### src/rtl/sprite_raster_ctrl_pkg.sv
// Shared definitions for the sprite raster controller: object word layout and size helper.
// Object word is {x[9:0], y[9:0], sz[3:0]}; the square side is SZ_UNIT*(sz+1) pixels.
package sprite_raster_ctrl_pkg;

   localparam int unsigned OBJ_W   = 24;
   localparam int unsigned X_LSB   = 14;
   localparam int unsigned Y_LSB   = 4;
   localparam int unsigned SZ_LSB  = 0;
   localparam int unsigned SZ_UNIT = 8;
   localparam int unsigned FLD_W   = 10;
   localparam int unsigned SPAN_W  = 11;

   // Widen before the +1 so sz = 15 yields 128 rather than wrapping to 0.
   function automatic logic [SPAN_W-1:0] obj_span(input logic [3:0] sz);
      return (SPAN_W'(sz) + SPAN_W'(1)) * SPAN_W'(SZ_UNIT);
   endfunction

endpackage

### src/rtl/sprite_raster_ctrl_obj_hit.sv
// Rectangle hit test for one object channel against a raster coordinate.
// Compared one bit wider than the widest operand so x + span never wraps.
module sprite_raster_ctrl_obj_hit
   import sprite_raster_ctrl_pkg::*;
#(
   parameter int unsigned CW = 10
) (
   input  logic [CW-1:0]    px,
   input  logic [CW-1:0]    py,
   input  logic [OBJ_W-1:0] obj,
   input  logic             en,
   output logic             hit
);

   localparam int unsigned W = ((CW > FLD_W) ? CW : FLD_W) + 1;

   logic [W-1:0] ox;
   logic [W-1:0] oy;
   logic [W-1:0] span;
   logic [W-1:0] pxw;
   logic [W-1:0] pyw;

   always_comb begin
      ox   = W'(obj[X_LSB +: FLD_W]);
      oy   = W'(obj[Y_LSB +: FLD_W]);
      span = W'(obj_span(obj[SZ_LSB +: 4]));
      pxw  = W'(px);
      pyw  = W'(py);
      hit  = en && (pxw >= ox) && (pxw < ox + span) && (pyw >= oy) && (pyw < oy + span);
   end

endmodule

### src/rtl/sprite_raster_ctrl.sv
// Raster scanner compositing N_OBJ double-buffered rectangles over a background colour,
// emitting one pixel per valid/ready transfer through a two-stage pipeline.
module sprite_raster_ctrl
   import sprite_raster_ctrl_pkg::*;
#(
   parameter int unsigned N_OBJ = 4,
   parameter int unsigned H_ACT = 640,
   parameter int unsigned V_ACT = 480,
   parameter int unsigned CW    = 10
) (
   input  logic                   clk,
   input  logic                   rst,
   input  logic                   run,
   input  logic [N_OBJ*OBJ_W-1:0] obj_data,
   input  logic [N_OBJ*24-1:0]    obj_color,
   input  logic [N_OBJ-1:0]       obj_en,
   input  logic                   obj_load,
   input  logic [23:0]            bg_color,
   input  logic                   pix_ready,
   output logic                   pix_valid,
   output logic [15:0]            pixel_x,
   output logic [15:0]            pixel_y,
   output logic [23:0]            color,
   output logic                   sof,
   output logic                   eol,
   output logic                   busy
);

   localparam logic [CW-1:0] H_LAST = CW'(H_ACT - 1);
   localparam logic [CW-1:0] V_LAST = CW'(V_ACT - 1);

   logic [CW-1:0]          hx_q;
   logic [CW-1:0]          vy_q;
   logic                   load_pend_q;
   logic [N_OBJ*OBJ_W-1:0] sh_data_q;
   logic [N_OBJ*24-1:0]    sh_color_q;
   logic [N_OBJ-1:0]       sh_en_q;
   logic [23:0]            sh_bg_q;

   logic                   s1_valid_q;
   logic                   s1_sof_q;
   logic                   s1_eol_q;
   logic [CW-1:0]          s1_x_q;
   logic [CW-1:0]          s1_y_q;

   logic                   adv;
   logic                   at_origin;
   logic                   issue;
   logic                   frame_start;
   logic [N_OBJ-1:0]       hit;
   logic [23:0]            sel_color;

   assign adv         = !pix_valid || pix_ready;
   assign at_origin   = (hx_q == '0) && (vy_q == '0);
   // Mid-frame the counter always runs; at the frame boundary it waits for run.
   assign issue       = adv && (run || !at_origin);
   assign frame_start = issue && at_origin;
   assign busy        = !at_origin || s1_valid_q || pix_valid;

   for (genvar g = 0; g < N_OBJ; g++) begin : g_hit
      sprite_raster_ctrl_obj_hit #(
         .CW (CW)
      ) u_hit (
         .px  (s1_x_q),
         .py  (s1_y_q),
         .obj (sh_data_q[g*OBJ_W +: OBJ_W]),
         .en  (sh_en_q[g]),
         .hit (hit[g])
      );
   end

   // Walk from the lowest priority upward so channel 0 wins by being assigned last.
   always_comb begin
      sel_color = sh_bg_q;
      for (int i = int'(N_OBJ) - 1; i >= 0; i--) begin
         if (hit[i]) begin
            sel_color = sh_color_q[i*24 +: 24];
         end
      end
   end

   always_ff @(posedge clk) begin
      if (rst) begin
         hx_q        <= '0;
         vy_q        <= '0;
         load_pend_q <= 1'b0;
         sh_data_q   <= '0;
         sh_color_q  <= '0;
         sh_en_q     <= '0;
         sh_bg_q     <= '0;
         s1_valid_q  <= 1'b0;
         s1_sof_q    <= 1'b0;
         s1_eol_q    <= 1'b0;
         s1_x_q      <= '0;
         s1_y_q      <= '0;
         pix_valid   <= 1'b0;
         pixel_x     <= '0;
         pixel_y     <= '0;
         color       <= '0;
         sof         <= 1'b0;
         eol         <= 1'b0;
      end else begin
         // The shadow set only ever changes together with issuing pixel (0,0).
         if (frame_start && (load_pend_q || obj_load)) begin
            sh_data_q   <= obj_data;
            sh_color_q  <= obj_color;
            sh_en_q     <= obj_en;
            sh_bg_q     <= bg_color;
            load_pend_q <= 1'b0;
         end else if (obj_load) begin
            load_pend_q <= 1'b1;
         end

         if (issue) begin
            if (hx_q == H_LAST) begin
               hx_q <= '0;
               vy_q <= (vy_q == V_LAST) ? '0 : vy_q + 1'b1;
            end else begin
               hx_q <= hx_q + 1'b1;
            end
         end

         if (adv) begin
            s1_valid_q <= issue;
            s1_sof_q   <= issue && at_origin;
            s1_eol_q   <= issue && (hx_q == H_LAST);
            s1_x_q     <= hx_q;
            s1_y_q     <= vy_q;
            pix_valid  <= s1_valid_q;
            pixel_x    <= 16'(s1_x_q);
            pixel_y    <= 16'(s1_y_q);
            color      <= sel_color;
            sof        <= s1_sof_q;
            eol        <= s1_eol_q;
         end
      end
   end

endmodule

### config.mk
export PLATFORM = sky130hd
export DESIGN_NAME = sprite_raster_ctrl
export DESIGN_NICKNAME = d
export VERILOG_FILES = /design/src/rtl/sprite_raster_ctrl_pkg.sv /design/src/rtl/sprite_raster_ctrl_obj_hit.sv /design/src/rtl/sprite_raster_ctrl.sv
export SDC_FILE = /design/constraint.sdc
export NUM_CORES = 1
export LEC_CHECK = 0
export ABC_AREA = 1
export CELL_PAD_IN_SITES_DETAIL_PLACEMENT = 1
export CELL_PAD_IN_SITES_GLOBAL_PLACEMENT = 1
export CORE_ASPECT_RATIO = 1.2
export CORE_MARGIN = 5
export CORE_UTILIZATION = 40
export DETAILED_ROUTE_END_ITERATION = 16
export GPL_ROUTABILITY_DRIVEN = 0
export HOLD_SLACK_MARGIN = 0.06
export MAX_ROUTING_LAYER = met4
export PLACE_DENSITY_LB_ADDON = 0.1
export SLEW_MARGIN = 20
export SYNTH_ARGS = -nofsm -noshare
export SYNTH_HDL_FRONTEND = slang
export SYNTH_SLANG_ARGS = --single-unit
export TNS_END_PERCENT = 30
### constraint.sdc
create_clock -name clk -period 4.39 [get_ports clk]
set_input_delay 0.6585 -clock clk [delete_from_list [all_inputs] [get_ports clk]]
set_output_delay 0.6585 -clock clk [all_outputs]
set_load 0.02 [all_outputs]
==> results.sh <==
export IMPL_min_to="s1_eol_q"
export IMPL_synthesis_area_um2=18260
export IMPL_initial_core_util_pct=40.58
export IMPL_relSlewSlack_pct=39.93
export IMPL_ioPinCount=285
export IMPL_clk_latency_ps=560
export IMPL_ys_seq_area_share_pct=34.10
export IMPL_hpwl_um=51440
export IMPL_antenna_left=0
export IMPL_drive_gt1_share_pct=5.629
export IMPL_dp_slack_ps=215.2
export IMPL_cts_resized=0
export IMPL_grt_setup_unrepaired="false"
export IMPL_drt_wl_total_um=69630
export IMPL_track_usage_pct=27.82
export IMPL_synth_flop_cell="dfxtp_1"
export IMPL_avgViaCountPerCell=5.456
export IMPL_final_max_slew_viol_count=0
export IMPL_core_area_um2=44990
export IMPL_hold_path_class="flip-flop to flip-flop"
export IMPL_tritoncts="built"
export IMPL_min_period_over_period_pct=90.37
export IMPL_power_density_nw_per_um2=524.5
export IMPL_first_pass_iters=7
export IMPL_grt_overflow_total=0
export IMPL_power_leakage_uw=0.009907
export IMPL_worst_setup_path_start_kind="flip-flop"
export IMPL_final_setup_viol_count=0
export IMPL_worstPathMaxFanout=24
export IMPL_fin_setup_tns_ps=0
export IMPL_finClkSkew_ps=19.20
export IMPL_setup_ws_ps=422.7
export IMPL_vdd_drop_max_mv=0.3413
export IMPL_r2r_cells=20
export IMPL_async_reset_ff_share_pct=0
export IMPL_clk_pin_slew_ps=60
export IMPL_yosys_warnings=0
export IMPL_area_delta_synth_final_pct=24.25
export IMPL_clockBufferDepth=3
export IMPL_worstSetupPathType="flip-flop to flip-flop"
export IMPL_numCtsBuffers=36
export IMPL_rows=85
export IMPL_worst_slew_pin_slew_ps=899.8
export IMPL_hp_start="s1_eol_q"
export IMPL_synth_seq_cells=311
export IMPL_portBuffers=272
export IMPL_fp_dieW_um=205.0
export IMPL_ff2ff_setup_slack_ps=420
export IMPL_clockRootBuffer="clkbuf_16"
export IMPL_layout_min_cycle_time_ps=3967
export IMPL_critPathRequiredTime_ps=4880
export IMPL_drt_iter0_drc=949
export IMPL_num_vias=18170
export IMPL_cts_hold_buf=0
export IMPL_grt_pass1_wl_um=106800
export IMPL_cp_arrival_ps=4460
export IMPL_h_tree_depth=2
export IMPL_synth_edf_count=0
export IMPL_hold_viol=0
export IMPL_syn_inst=2498
export IMPL_synthDistinctLibCells=43
export IMPL_max_freq_mhz=252.1
export IMPL_wl_per_cell_um=20.91
export IMPL_grt_antenna_before_repair=3
export IMPL_status="complete, no violations"
export IMPL_cts_sinks=311
export IMPL_r2r_end="color[2]"
export IMPL_fp_dieH_um=244.0
export IMPL_worstHoldPathCells=2
export IMPL_grt_max_degree=116
export IMPL_r2r_start="sh_data_q[24]"
export IMPL_fin_cells=3330
export IMPL_drc_errors=0
export IMPL_dieArea_um2=50030
export IMPL_dp_cells=3261
export IMPL_cp_end_kind="flip-flop"
export IMPL_layout_nets=3108
export IMPL_syn_avg_cell_area_um2=7.308
export IMPL_postCtsSetupRepairBufs=0
export IMPL_drv_cap=0
export IMPL_grt_pass1_vias=19530
## placed cells by master (no fill, tap or decap), drive strengths merged
master	Yosys	final
conb	1	12
nand2	296	296
clkbuf	83	55
and3	1	1
nand3	163	163
nor3	239	239
diode	0	3
clkinv	0	6
nor4	7	7
bufinv	0	5
o21a	6	6
o21ai	317	317
a211oi	6	6
buf	72	26
a21boi	1	1
a21o	11	11
o2111ai	3	3
a22oi	2	2
clkdlybuf4s50	0	272
nor2	335	335
xor2	37	37
fa	8	8
dfxtp	311	311
inv	206	206
nand3b	27	27
o21bai	6	6
a21oi	140	140
xnor2	11	11
ha	185	185
nor3b	7	7
nand4	12	12
a31oi	5	5
## flip-flops by register name, indices dropped and copies added (netlist names), 4 cells and up
| signal | cells |
|---|---|
| hx_q | 10 |
| s1_x_q | 10 |
| s1_y_q | 10 |
| pixel_x | 10 |
| vy_q | 10 |
| sh_color_q | 96 |
| sh_data_q | 96 |
| color | 24 |
| sh_bg_q | 24 |
| sh_en_q | 4 |
| pixel_y | 10 |
## critical path, stage by stage (launching register included)
cell and delay, ps:
dfxtp_1 380, ha_1 210, xor2_1 230, ha_1 330, a21oi_1 220, nand2_2 100
a21oi_1 130, o21ai_0 100, xor2_1 160, ha_1 300, nand2_1 70, inv_1 40
nand4_1 100, nor2_1 60, nor2_1 90, nand2_1 90, nor3_4 220, nand2_2 520
nand3_1 290, nand3_1 100, a21oi_1 170
## Yosys cell counts (all sizes together) (2+ instances only)
cell | count | share of area (%)
a22oi | 2 | 0.082
dfxtp | 311 | 34
nand4 | 12 | 0.41
a211oi | 6 | 0.25
o21ai | 317 | 8.7
clkbuf | 83 | 1.7
buf | 72 | 2.2
xor2 | 37 | 1.8
ha | 185 | 13
a21oi | 140 | 4.0
nor2 | 335 | 7.1
nand3b | 27 | 1.1
o2111ai | 3 | 0.14
a21o | 11 | 0.45
nor3b | 7 | 0.29
o21bai | 6 | 0.25
fa | 8 | 0.88
nor3 | 239 | 6.6
o21a | 6 | 0.25
nor4 | 7 | 0.32
a31oi | 5 | 0.17
nand2 | 296 | 6.2
inv | 206 | 4.2
nand3 | 163 | 5.3
xnor2 | 11 | 0.53
## worst max path at each step
stage	endpoint	start	slack, ps	cells after the start
floorplan	color[13]	sh_data_q[72]	1100	22
global placement	color[11]	sh_data_q[72]	420	21
detailed placement	color[10]	sh_data_q[72]	220	22
CTS	color[10]	sh_data_q[72]	200	22
global route	color[7]	sh_data_q[0]	80	16
finish	color[2]	sh_data_q[24]	420	20
## where the power goes
group / internal (µW) / switching [µW] / leakage (µW) / total (µW)
clock network: 2010 / 1260 / 0.000628 / 3270
registers: 3430 / 605 / 0.00255 / 4030
logic: 1700 / 2900 / 0.00672 / 4590
## kinds of logic after synthesis
logic type,count (synthesis),share of synthesized area [%]
AND/OR/NAND/NOR,1087,27.48
AO/OA/AOI/OAI,497,14.36
buffers and inverters,361,8.176
flip-flops,311,34.10
adder cells (fa/ha/maj),193,13.56
XOR/XNOR,48,2.303
other,1,0.02054
## layer usage
metal	part of all wire [%]	routed length [µm]	vias up	track usage, %
li1	-	-	8798	-
met1	39	27010	8741	29.90
met2	50	34910	448	48.85
met3	4.1	2856	182	3.551
met4	7.0	4853	0	16.46
met5	0	0	-	-
## stage by stage
step | instance area [µm²] | hold slack (ps) | total power [µW] | util, %
final | 22680 | 478.4 | 11900 | 50.42
after global placement | 21390 | 450.9 | 8406 | 47.55
after detailed placement | 21390 | 462.1 | 8652 | 47.55
after global routing | 22680 | 487.8 | 12680 | 50.42
after CTS | 22670 | 471.6 | 11980 | 50.40
after floorplan | 18300 | 442.2 | 6977 | -
## cell type report
| type | instances | area (µm²) |
|---|---|---|
| Timing Repair Buffer | 298 | 3018 |
| Multi-Input combinational cell | 1837 | 10610 |
| Fill cell | 5636 | 22300 |
| Inverter | 206 | 779.5 |
| Clock buffer | 55 | 1085 |
| Antenna cell | 3 | 7.507 |
| Tap cell | 609 | 762.0 |
| Clock inverter | 11 | 195.2 |
| Sequential cell | 311 | 6226 |
No activity file was read; power rests on OpenSTA's default activity.
